===== config.mk =====
export PLATFORM = sky130hd
export DESIGN_NAME = pll_reconfig_sequencer
export DESIGN_NICKNAME = d
export VERILOG_FILES = /design/src/rtl/pll_reconfig_sequencer.sv
export SDC_FILE = /design/constraint.sdc
export NUM_CORES = 1
export LEC_CHECK = 0
export BUFFER_PORTS_ARGS = -buffer_cell sky130_fd_sc_hd__clkbuf_2
export CAP_MARGIN = 20
export CORE_MARGIN = 1
export CORE_UTILIZATION = 35
export CTS_BUF_LIST = sky130_fd_sc_hd__clkbuf_16
export DETAILED_ROUTE_END_ITERATION = 7
export PLACE_DENSITY = 0.67
export REMOVE_ABC_BUFFERS = 1
export SLEW_MARGIN = 10
export SYNTH_ARGS = -nofsm -noshare
export SYNTH_HDL_FRONTEND = slang
export SYNTH_SLANG_ARGS = --single-unit

===== constraint.sdc =====
create_clock -name clk_clk -period 2.6 [get_ports clk_clk]
set_input_delay 0.52 -clock clk_clk [delete_from_list [all_inputs] [get_ports clk_clk]]
set_output_delay 0.52 -clock clk_clk [all_outputs]
set_load 0.02 [all_outputs]

===== src/rtl/pll_reconfig_sequencer.sv =====
// Avalon-MM master that retunes one PLL C counter: writes Mode, C counter and Start,
// then polls Status until the PLL reports done or the poll budget runs out.
module pll_reconfig_sequencer #(
  parameter int unsigned POLL_GAP = 4,
  parameter int unsigned POLL_MAX = 1024
) (
  input  logic        clk_clk,
  input  logic        reset_reset,
  input  logic        req_valid,
  output logic        req_ready,
  input  logic [4:0]  req_cidx,
  input  logic [7:0]  req_high,
  input  logic [7:0]  req_low,
  input  logic        req_bypass,
  input  logic        req_odd,
  input  logic        mgmt_waitrequest,
  output logic        mgmt_read,
  output logic        mgmt_write,
  output logic [5:0]  mgmt_address,
  output logic [31:0] mgmt_writedata,
  input  logic [31:0] mgmt_readdata,
  output logic        busy,
  output logic        done,
  output logic        timeout
);

  localparam logic [2:0] StIdle     = 3'd0;
  localparam logic [2:0] StWrMode   = 3'd1;
  localparam logic [2:0] StWrC      = 3'd2;
  localparam logic [2:0] StWrStart  = 3'd3;
  localparam logic [2:0] StGap      = 3'd4;
  localparam logic [2:0] StRdStatus = 3'd5;
  localparam logic [2:0] StFinish   = 3'd6;

  localparam logic [15:0] PollMax = 16'(POLL_MAX);
  localparam logic [7:0]  GapLast = 8'(POLL_GAP - 1);

  logic [2:0]  state_q, state_d;
  logic [4:0]  cidx_q, cidx_d;
  logic [7:0]  high_q, high_d;
  logic [7:0]  low_q, low_d;
  logic        bypass_q, bypass_d;
  logic        odd_q, odd_d;
  logic [15:0] poll_q, poll_d;
  logic [7:0]  gap_q, gap_d;
  logic        ok_q, ok_d;
  logic [15:0] poll_inc;
  logic [31:0] c_word;
  logic        unused_rd;

  // Only the done flag of Status matters.
  assign unused_rd = ^mgmt_readdata[31:1];
  assign poll_inc  = poll_q + 16'd1;
  assign c_word    = {9'd0, cidx_q, odd_q, bypass_q, high_q, low_q};

  always_comb begin
    state_d  = state_q;
    cidx_d   = cidx_q;
    high_d   = high_q;
    low_d    = low_q;
    bypass_d = bypass_q;
    odd_d    = odd_q;
    poll_d   = poll_q;
    gap_d    = gap_q;
    ok_d     = ok_q;
    case (state_q)
      StIdle: begin
        if (req_valid) begin
          cidx_d   = req_cidx;
          high_d   = req_high;
          low_d    = req_low;
          bypass_d = req_bypass;
          odd_d    = req_odd;
          poll_d   = 16'd0;
          gap_d    = 8'd0;
          ok_d     = 1'b0;
          state_d  = StWrMode;
        end
      end
      StWrMode:  if (!mgmt_waitrequest) state_d = StWrC;
      StWrC:     if (!mgmt_waitrequest) state_d = StWrStart;
      StWrStart: if (!mgmt_waitrequest) state_d = StRdStatus;
      StRdStatus: begin
        if (!mgmt_waitrequest) begin
          poll_d = poll_inc;
          if (mgmt_readdata[0]) begin
            ok_d    = 1'b1;
            state_d = StFinish;
          end else if (poll_inc == PollMax) begin
            ok_d    = 1'b0;
            state_d = StFinish;
          end else begin
            gap_d   = 8'd0;
            state_d = StGap;
          end
        end
      end
      StGap: begin
        if (gap_q == GapLast) state_d = StRdStatus;
        else                  gap_d   = gap_q + 8'd1;
      end
      StFinish: state_d = StIdle;
      default:  state_d = StIdle;
    endcase
  end

  always_ff @(posedge clk_clk) begin
    if (reset_reset) begin
      state_q  <= StIdle;
      cidx_q   <= 5'd0;
      high_q   <= 8'd0;
      low_q    <= 8'd0;
      bypass_q <= 1'b0;
      odd_q    <= 1'b0;
      poll_q   <= 16'd0;
      gap_q    <= 8'd0;
      ok_q     <= 1'b0;
    end else begin
      state_q  <= state_d;
      cidx_q   <= cidx_d;
      high_q   <= high_d;
      low_q    <= low_d;
      bypass_q <= bypass_d;
      odd_q    <= odd_d;
      poll_q   <= poll_d;
      gap_q    <= gap_d;
      ok_q     <= ok_d;
    end
  end

  // Bus command is a pure decode of state, so it holds steady through any stall.
  always_comb begin
    mgmt_read      = 1'b0;
    mgmt_write     = 1'b0;
    mgmt_address   = 6'h00;
    mgmt_writedata = 32'h0;
    case (state_q)
      StWrMode: begin
        mgmt_write     = 1'b1;
        mgmt_address   = 6'h00;
        mgmt_writedata = 32'h1;
      end
      StWrC: begin
        mgmt_write     = 1'b1;
        mgmt_address   = 6'h05;
        mgmt_writedata = c_word;
      end
      StWrStart: begin
        mgmt_write     = 1'b1;
        mgmt_address   = 6'h02;
        mgmt_writedata = 32'h1;
      end
      StRdStatus: begin
        mgmt_read    = 1'b1;
        mgmt_address = 6'h01;
      end
      default: ;
    endcase
  end

  assign req_ready = (state_q == StIdle);
  assign busy      = (state_q != StIdle);
  assign done      = (state_q == StFinish) && ok_q;
  assign timeout   = (state_q == StFinish) && !ok_q;

endmodule


Word-level counts from Yosys, hierarchy flattened
Cells that the tools add are included.

Register bits: 51. Bits of input ports: 59. Output and inout port bits: 44. Logic and storage cells: 70.

Add/sub/neg operators: 2. Equal/unequal tests: 18. Multiplexer cells: 27. Reduce and logical (&&, ||, !) cells: 14.

Operator list (count): one-hot mux 23 bit (2 select lines) (1); 2-to-1 mux 8 bit (5); 2-to-1 mux 16 bit (2); one-hot mux 16 bit (2 select lines) (1); one-hot mux 8 bit (3 select lines) (1); 2-to-1 mux 3 bit (6); != test 2 bit (second input constant) (9); one-hot mux 3 bit (6 select lines) (1); adder 16 x 1 -> 16 bit (second input constant) (1); == test 16 x 11 -> 1 bit (second input constant) (1); AND reduction 6 bit (2); == test 3 bit (second input constant) (3); one-hot mux 3 bit (3 select lines) (1); adder 8 x 1 -> 8 bit (second input constant) (1); == test 8 x 2 -> 1 bit (second input constant) (1); == test 3 x 2 -> 1 bit (second input constant) (2); 2-to-1 mux 1 bit (6); nonzero test 3 bit (2); 2-to-1 mux 2 bit (2); AND reduction 4 bit (1); == test 3 x 1 -> 1 bit (second input constant) (1); logical NOT 3 bit (1); != test 3 bit (second input constant) (1); AND reduction 3 bit (1); 7 further kinds (8).

Depth between registers and ports, before layout
Gate-level depths: netlist of run 1.

Depth in word-level cells: 6. Mapped depth: 9.

Worst setup path after synthesis of run 1
No wires, ideal clock.

Path type: register -> register. Start point: register state_q[1]. End point: register gap_q[4]. Library setup time: 118 ps. Arrival time: 2085 ps. Required time: 2482 ps. Slack: 397 ps. Stages on the path, launching flop included: 8. Path buffers: 2. Clock period less this slack: 2203 ps. Cell sequence: dfxtp_1 > clkbuf_1 > nor3_1 > and2_1 > clkbuf_1 > nor2_1 > a31o_4 > o221a_4.

Longest elaborated chain between the ends: 3.

RTL lines: start, declared (RTL line 38) `logic [2:0] state_q, state_d;`; start signal, assigned (RTL line 109) `state_q <= StIdle;`; start signal, assigned (RTL line 119) `state_q <= state_d;`; logical NOT 3 bit (*); named net req_ready (RTL line 10) `output logic req_ready,`; != test 2 bit (no source line) or nonzero test 3 bit (tied branches); AND reduction 6 bit (no source line); end signal, assigned (RTL line 126) `gap_q <= gap_d;`; end, declared (RTL line 45) `logic [7:0] gap_q, gap_d;`.

The timed path passes the listed nets; every way through them passes the cells marked *. A chain may end at the register's enable or synchronous reset.

Worst setup path after layout of run 1
Start point: register poll_q[1]. End point: register gap_q[0].

Longest elaborated chain between the ends: 4.

RTL lines: start, declared (RTL line 44) `logic [15:0] poll_q, poll_d;`; start signal, assigned (RTL line 125) `poll_q <= poll_d;`; adder 16 x 1 -> 16 bit (RTL line 53) `assign poll_inc = poll_q + 16'd1;`; == test 16 x 11 -> 1 bit (RTL line 89) `end else if (poll_inc == PollMax) begin`; != test 2 bit (no source line); AND reduction 6 bit (no source line).

No other way between the ends.

==> results.ini, run 1 <==
[clock_network]
cts_hold_buf=0
clk_pin_slew_ps=70
htree_levels=2
clk_latency_ps=290
post_cts_buffers=0
clk_path_buf_depth=2
cts_tree=yes
cts.sinks=51
cts_buffers=5
cts_resized=0
cts_root_buf=clkbuf_16

[finish]
fin_nets=498
drive_above_1_share_pct=21.7
fin_area_mm2=0.00346
nFillCells=857
final_common_cell=nand2_1
mostFrequentLayoutCells=nand2_1 (64), clkbuf_2 (59), dfxtp_1 (51)
num_antenna_cells=0
area_delta_synth_final_pct=17.9

[critical_path]
crit_arrival_ps=2510
r2r-start=poll_q[1]
crit_type=register to register
worstPathMaxFanout=7
crit_buf_inv=0
cp_cell_sequence=ha_1 > nand4_1 > nor3_4 > nand4_2 > a2111oi_4 > a21oi_2 > a311oi_2
crit_required_ps=2800
cp_top_family=compound AO/OA/AOI/OAI gates
worstReg2RegEnd=gap_q[0]
max_stage_delay_ps=460
slowest_stage=a2111oi_4
reg2reg_depth=7
cp-start-kind=register
end_kind=register
r2r_setup_slack_ps=290

[worst_hold_path]
hold_end=high_q[7]
holdPathStages=3
min_from=req_high[7]
worstHoldPathType=primary input to register

[synthesis]
ys.flop_type=dfxtp_1
ys_ff_latch=51
synth_cell_types=52
mappedNetlistArea_mm2=0.00294
yosys_warnings=0
syn_area_per_cell_um2=7.63
synth_edf_count=0
synthCells=385
yosysSeqAreaShare_pct=34.8
async_reset_ff_share_pct=0

[placed_design]
io_buffers=59
placed_area_mm2=0.00330
finalWeightedCongestion=0.873
dp.final_hpwl_um=4850

[route]
via_per_inst=5.04
drt-pass1-iter-count=4
drt-met1-wl_um=3170
wl_met3_um=358
totalWireLength_um=6710
ant_nets=0
post-route-drc-count=0
vias=2731
met2WireLength_um=3140
top_layer_used=met4
wl_per_cell_um=12.4
first_iter_violations=168

[sta]
drv_slew=0
fin_setup_tns_ps=0
fin_crit_sh_pct=88.8
hold_violations=0
fmax_mhz=433
fin_skew_ps=3.23
hold-worst-slack_ps=445
rsz0062_at_grt=no
fin_crit_ps=2310
tightest_slew_ps=632
setup-violations-final=0
relSlewSlack_pct=57.8

[global_route]
grt_usage_pct=15.3
grt_pass1_wl_um=10800
antenna_found_initial=0
globalRouteOverflowTotal=0
grt_max_degree=25
grt_pass1_vias=2334

[run_status]
status=completed

[pwr]
pwr-share-comb_pct=12.2
p_int_uw=1340
switching_share_pct=25.5
clockPowerShare_pct=41.6
p_per_area_mw_per_mm2=518
ir_drop_uv=241
p_leak_uw=0.00148
pwr-share-seq_pct=46.2
power_uw=1800
p_sw_uw=458

[floorplanning]
die_y_um=93.6
io_pins=103
placementRows=33
die_w_um=93.6
design.core.area_mm2=0.00818
start_util_pct=35.9
design.die.area_mm2=0.00876

[run]
cap_viol_max_count=0

-- synthesized netlist by cell type, types with 3 or more instances --
master,number,area (um2)
nand2b_1,5,31.3
nor3b_1,3,22.5
and4_1,3,26.3
inv_1,4,15.0
buf_2,4,20.0
nand2_1,64,240
a21oi_1,50,250
o21a_1,6,45.0
nor3_1,13,65.1
buf_4,14,105
and2_1,26,163
nand4_1,3,18.8
nand3_1,12,60.1
a211oi_1,3,22.5
and3_1,6,37.5
dfxtp_1,51,1020
nor2_1,31,116
mux2i_1,3,30.0
xnor2_1,3,26.3
clkbuf_1,20,75.1
ha_1,3,37.5
or3_1,3,18.8
o21ai_0,16,80.1
nand3b_1,3,22.5
-- area by class of cell --
class | instances | area (um2) | area share (%)
flip-flops and latches | 51 | 1020 | 29.5
inverters | 4 | 15.0 | 0.434
well taps | 105 | 131 | 3.79
repair buffers | 74 | 408 | 11.8
multi-input cells | 300 | 1720 | 49.7
clock buffers | 5 | 125 | 3.61
clock inverters | 3 | 42.5 | 1.23
-- layer usage --
layer,GRT usage [%],vias up
li1,-,1408
met1,20.8,1254
met2,25.2,64
met3,2.68,5
met4,3.33,0
met5,0,-
-- flip-flops by register name, summed over array words and instances, names as in the netlist --
signal / flops
ok_q: 1
poll_q: 16
high_q: 8
odd_q: 1
state_q: 3
gap_q: 8
low_q: 8
cidx_q: 5
bypass_q: 1
-- worst min-delay path, cell delays in order --
cell      delay, ps
clkbuf_2         80
nand2_1          40
a21oi_1          50
-- metrics by stage --
| stage | setup slack [ps] | instances | util, % |
|---|---|---|---|
| 2_1_floorplan | -24.3 | 355 | - |
| 3_3_place_gp | 343 | 534 | 40.3 |
| 3_5_place_dp | 303 | 534 | 40.3 |
| 4_1_cts | 290 | 542 | 42.4 |
| 5_1_grt | 145 | 542 | 42.4 |
| 6_report | 291 | 542 | 42.4 |
-- kinds of logic after synthesis --
| family | count (synthesis) | synth area share (%) |
|---|---|---|
| XOR/XNOR | 3 | 0.895 |
| AO/OA/AOI/OAI | 93 | 20.1 |
| multiplexers | 3 | 1.02 |
| flip-flops | 51 | 34.8 |
| AND/OR/NAND/NOR | 186 | 33.6 |
| other | 1 | 0.128 |
| buffers and inverters | 45 | 8.26 |
| adder cells (fa/ha/maj) | 3 | 1.28 |
-- power by group through the flow --
stage / Combinational, uW / Sequential [uW] / Clock, uW
3_3_place_gp: 217 / 846 / 0
6_report: 218 / 829 / 748
4_1_cts: 221 / 830 / 765
5_1_grt: 244 / 834 / 795
2_1_floorplan: 129 / 842 / 0
3_5_place_dp: 220 / 848 / 0
-- worst max path at each step --
stage / cells after the start / slack [ps] / endpoint / from
2_1_floorplan: 2 / -20 / mgmt_writedata[10] / state_q[1]
3_3_place_gp: 7 / 340 / gap_q[4] / poll_q[0]
3_5_place_dp: 7 / 300 / gap_q[0] / poll_q[1]
4_1_cts: 7 / 290 / gap_q[0] / poll_q[1]
5_1_grt: 7 / 150 / gap_q[0] / poll_q[1]
6_report: 7 / 290 / gap_q[0] / poll_q[1]
Note: power is estimated with default switching activity, not from simulation.
==> run 2: changes to the inputs <==
--- a/config.mk
+++ b/config.mk
@@ -11,7 +11,7 @@
 export CORE_UTILIZATION = 35
 export CTS_BUF_LIST = sky130_fd_sc_hd__clkbuf_16
 export DETAILED_ROUTE_END_ITERATION = 7
-export PLACE_DENSITY = 0.67
+export PLACE_DENSITY = 0.61
 export REMOVE_ABC_BUFFERS = 1
 export SLEW_MARGIN = 10
 export SYNTH_ARGS = -nofsm -noshare
==> results.ini, run 2 (synthesized netlist as in run 1, its figures left out) <==
[run_status]
violations=design-rule violations
status=complete, but fails checks

[clock_network]
clk_path_buf_depth=2
clk_latency_ps=290
cts_resized=0
cts_buffers=5
clk_pin_slew_ps=70
cts_hold_buf=0
cts_tree=yes
post_cts_buffers=0
cts_root_buf=clkbuf_16
cts.sinks=51
htree_levels=2

[finish]
top_register=poll_q
largest_reg_flops=16
fin_util_pct=42.6
final_common_cell=nand2_1
num_antenna_cells=0
nFillCells=856
fin_nets=501
fin_area_mm2=0.00348
drive_above_1_share_pct=22.3
mostFrequentLayoutCells=nand2_1 (64), clkbuf_2 (59), dfxtp_1 (51)
area_delta_synth_final_pct=18.5

[route]
first_iter_violations=155
wl_per_cell_um=12.8
drt-pass1-iter-count=6
via_per_inst=5.10
vias=2779
ant_nets=0
post-route-drc-count=1
totalWireLength_um=6980

[pwr]
ir_drop_uv=282
power_uw=1780
p_leak_uw=0.00150
p_per_area_mw_per_mm2=512

[floorplanning]
placementRows=33
die_w_um=93.6
design.die.area_mm2=0.00876
die_y_um=93.6
design.core.area_mm2=0.00818
start_util_pct=35.9
io_pins=103

[sta]
fin_crit_sh_pct=87.7
fmax_mhz=439
rsz0062_at_grt=no
drv_slew=0
setup-violations-final=0
fin_crit_ps=2280
fin_skew_ps=3.60
hold-worst-slack_ps=445
hold_violations=0

[global_route]
grt_pass1_wl_um=11600
grt_usage_pct=16.5
globalRouteOverflowTotal=0
antenna_found_initial=0
grt_pass1_vias=2501
grt_max_degree=31

[placed_design]
io_buffers=59
dp.final_hpwl_um=5000
finalWeightedCongestion=0.824
placed_area_mm2=0.00332

[critical_path]
end_kind=register
cp-start-kind=register
crit_required_ps=2840
worstPathMaxFanout=9
crit_type=register to register
crit_arrival_ps=2520

[run]
cap_viol_max_count=0

[worst_hold_path]
worstHoldPathType=primary input to register

[run 2: cell types whose count changed in the layout (fill, tap and decap cells not counted), sizes merged]
cell | before | now
inv | 5 | 4
buf | 15 | 18
clkinv | 1 | 2
[run 2: worst paths after layout]
path / slack [ps] / endpoint / from / depth (start not counted)
setup / recovery: 320 / gap_q[4] / poll_q[6] / 6
hold / removal: 450 / high_q[2] / req_high[2] / 3
setup reg to reg: 320 / gap_q[4] / poll_q[6] / 6
hold reg to reg: 450 / low_q[3] / low_q[3] / 2
[run 2: report_power, final]
part	switching (uW)	internal, uW	total [uW]	leakage (uW)
Combinational	146	71.7	218	0.00100
Clock	287	449	736	0.0000812
Sequential	17.9	811	829	0.000415
[run 2: through the flow]
stage,TNS [ps],worst slack [ps],instances
6_report,0,320,545
5_1_grt,0,178,545
4_1_cts,0,302,545
3_5_place_dp,0,327,537
3_3_place_gp,0,375,537
2_1_floorplan,-535,-24.3,355
[run 2: area by class of cell]
cell class	count	area, um2	share of cell area, %
Multi-Input combinational cell	300	1720	49.4
Sequential cell	51	1020	29.3
Clock buffer	5	125	3.59
Timing Repair Buffer	77	430	12.4
Clock inverter	3	38.8	1.11
Inverter	4	15.0	0.431
Tap cell	105	131	3.77
[run 2: worst max-delay path, stage by stage, from the launching register on]
cell,delay [ps]
dfxtp_1,500
nand3_1,270
nor3_4,360
nand4_2,170
a2111oi_4,460
a31o_4,270
o221a_4,180
[run 2: per-layer routing]
metal,routed length (um),vias to the layer above,GRT usage [%],share of wire [%]
met5,0,-,0,0
met2,3460,48,27.2,50
li1,-,1418,-,-
met3,214,10,2.85,3.1
met1,3240,1303,22.1,46
met4,72,0,4.23,1.0
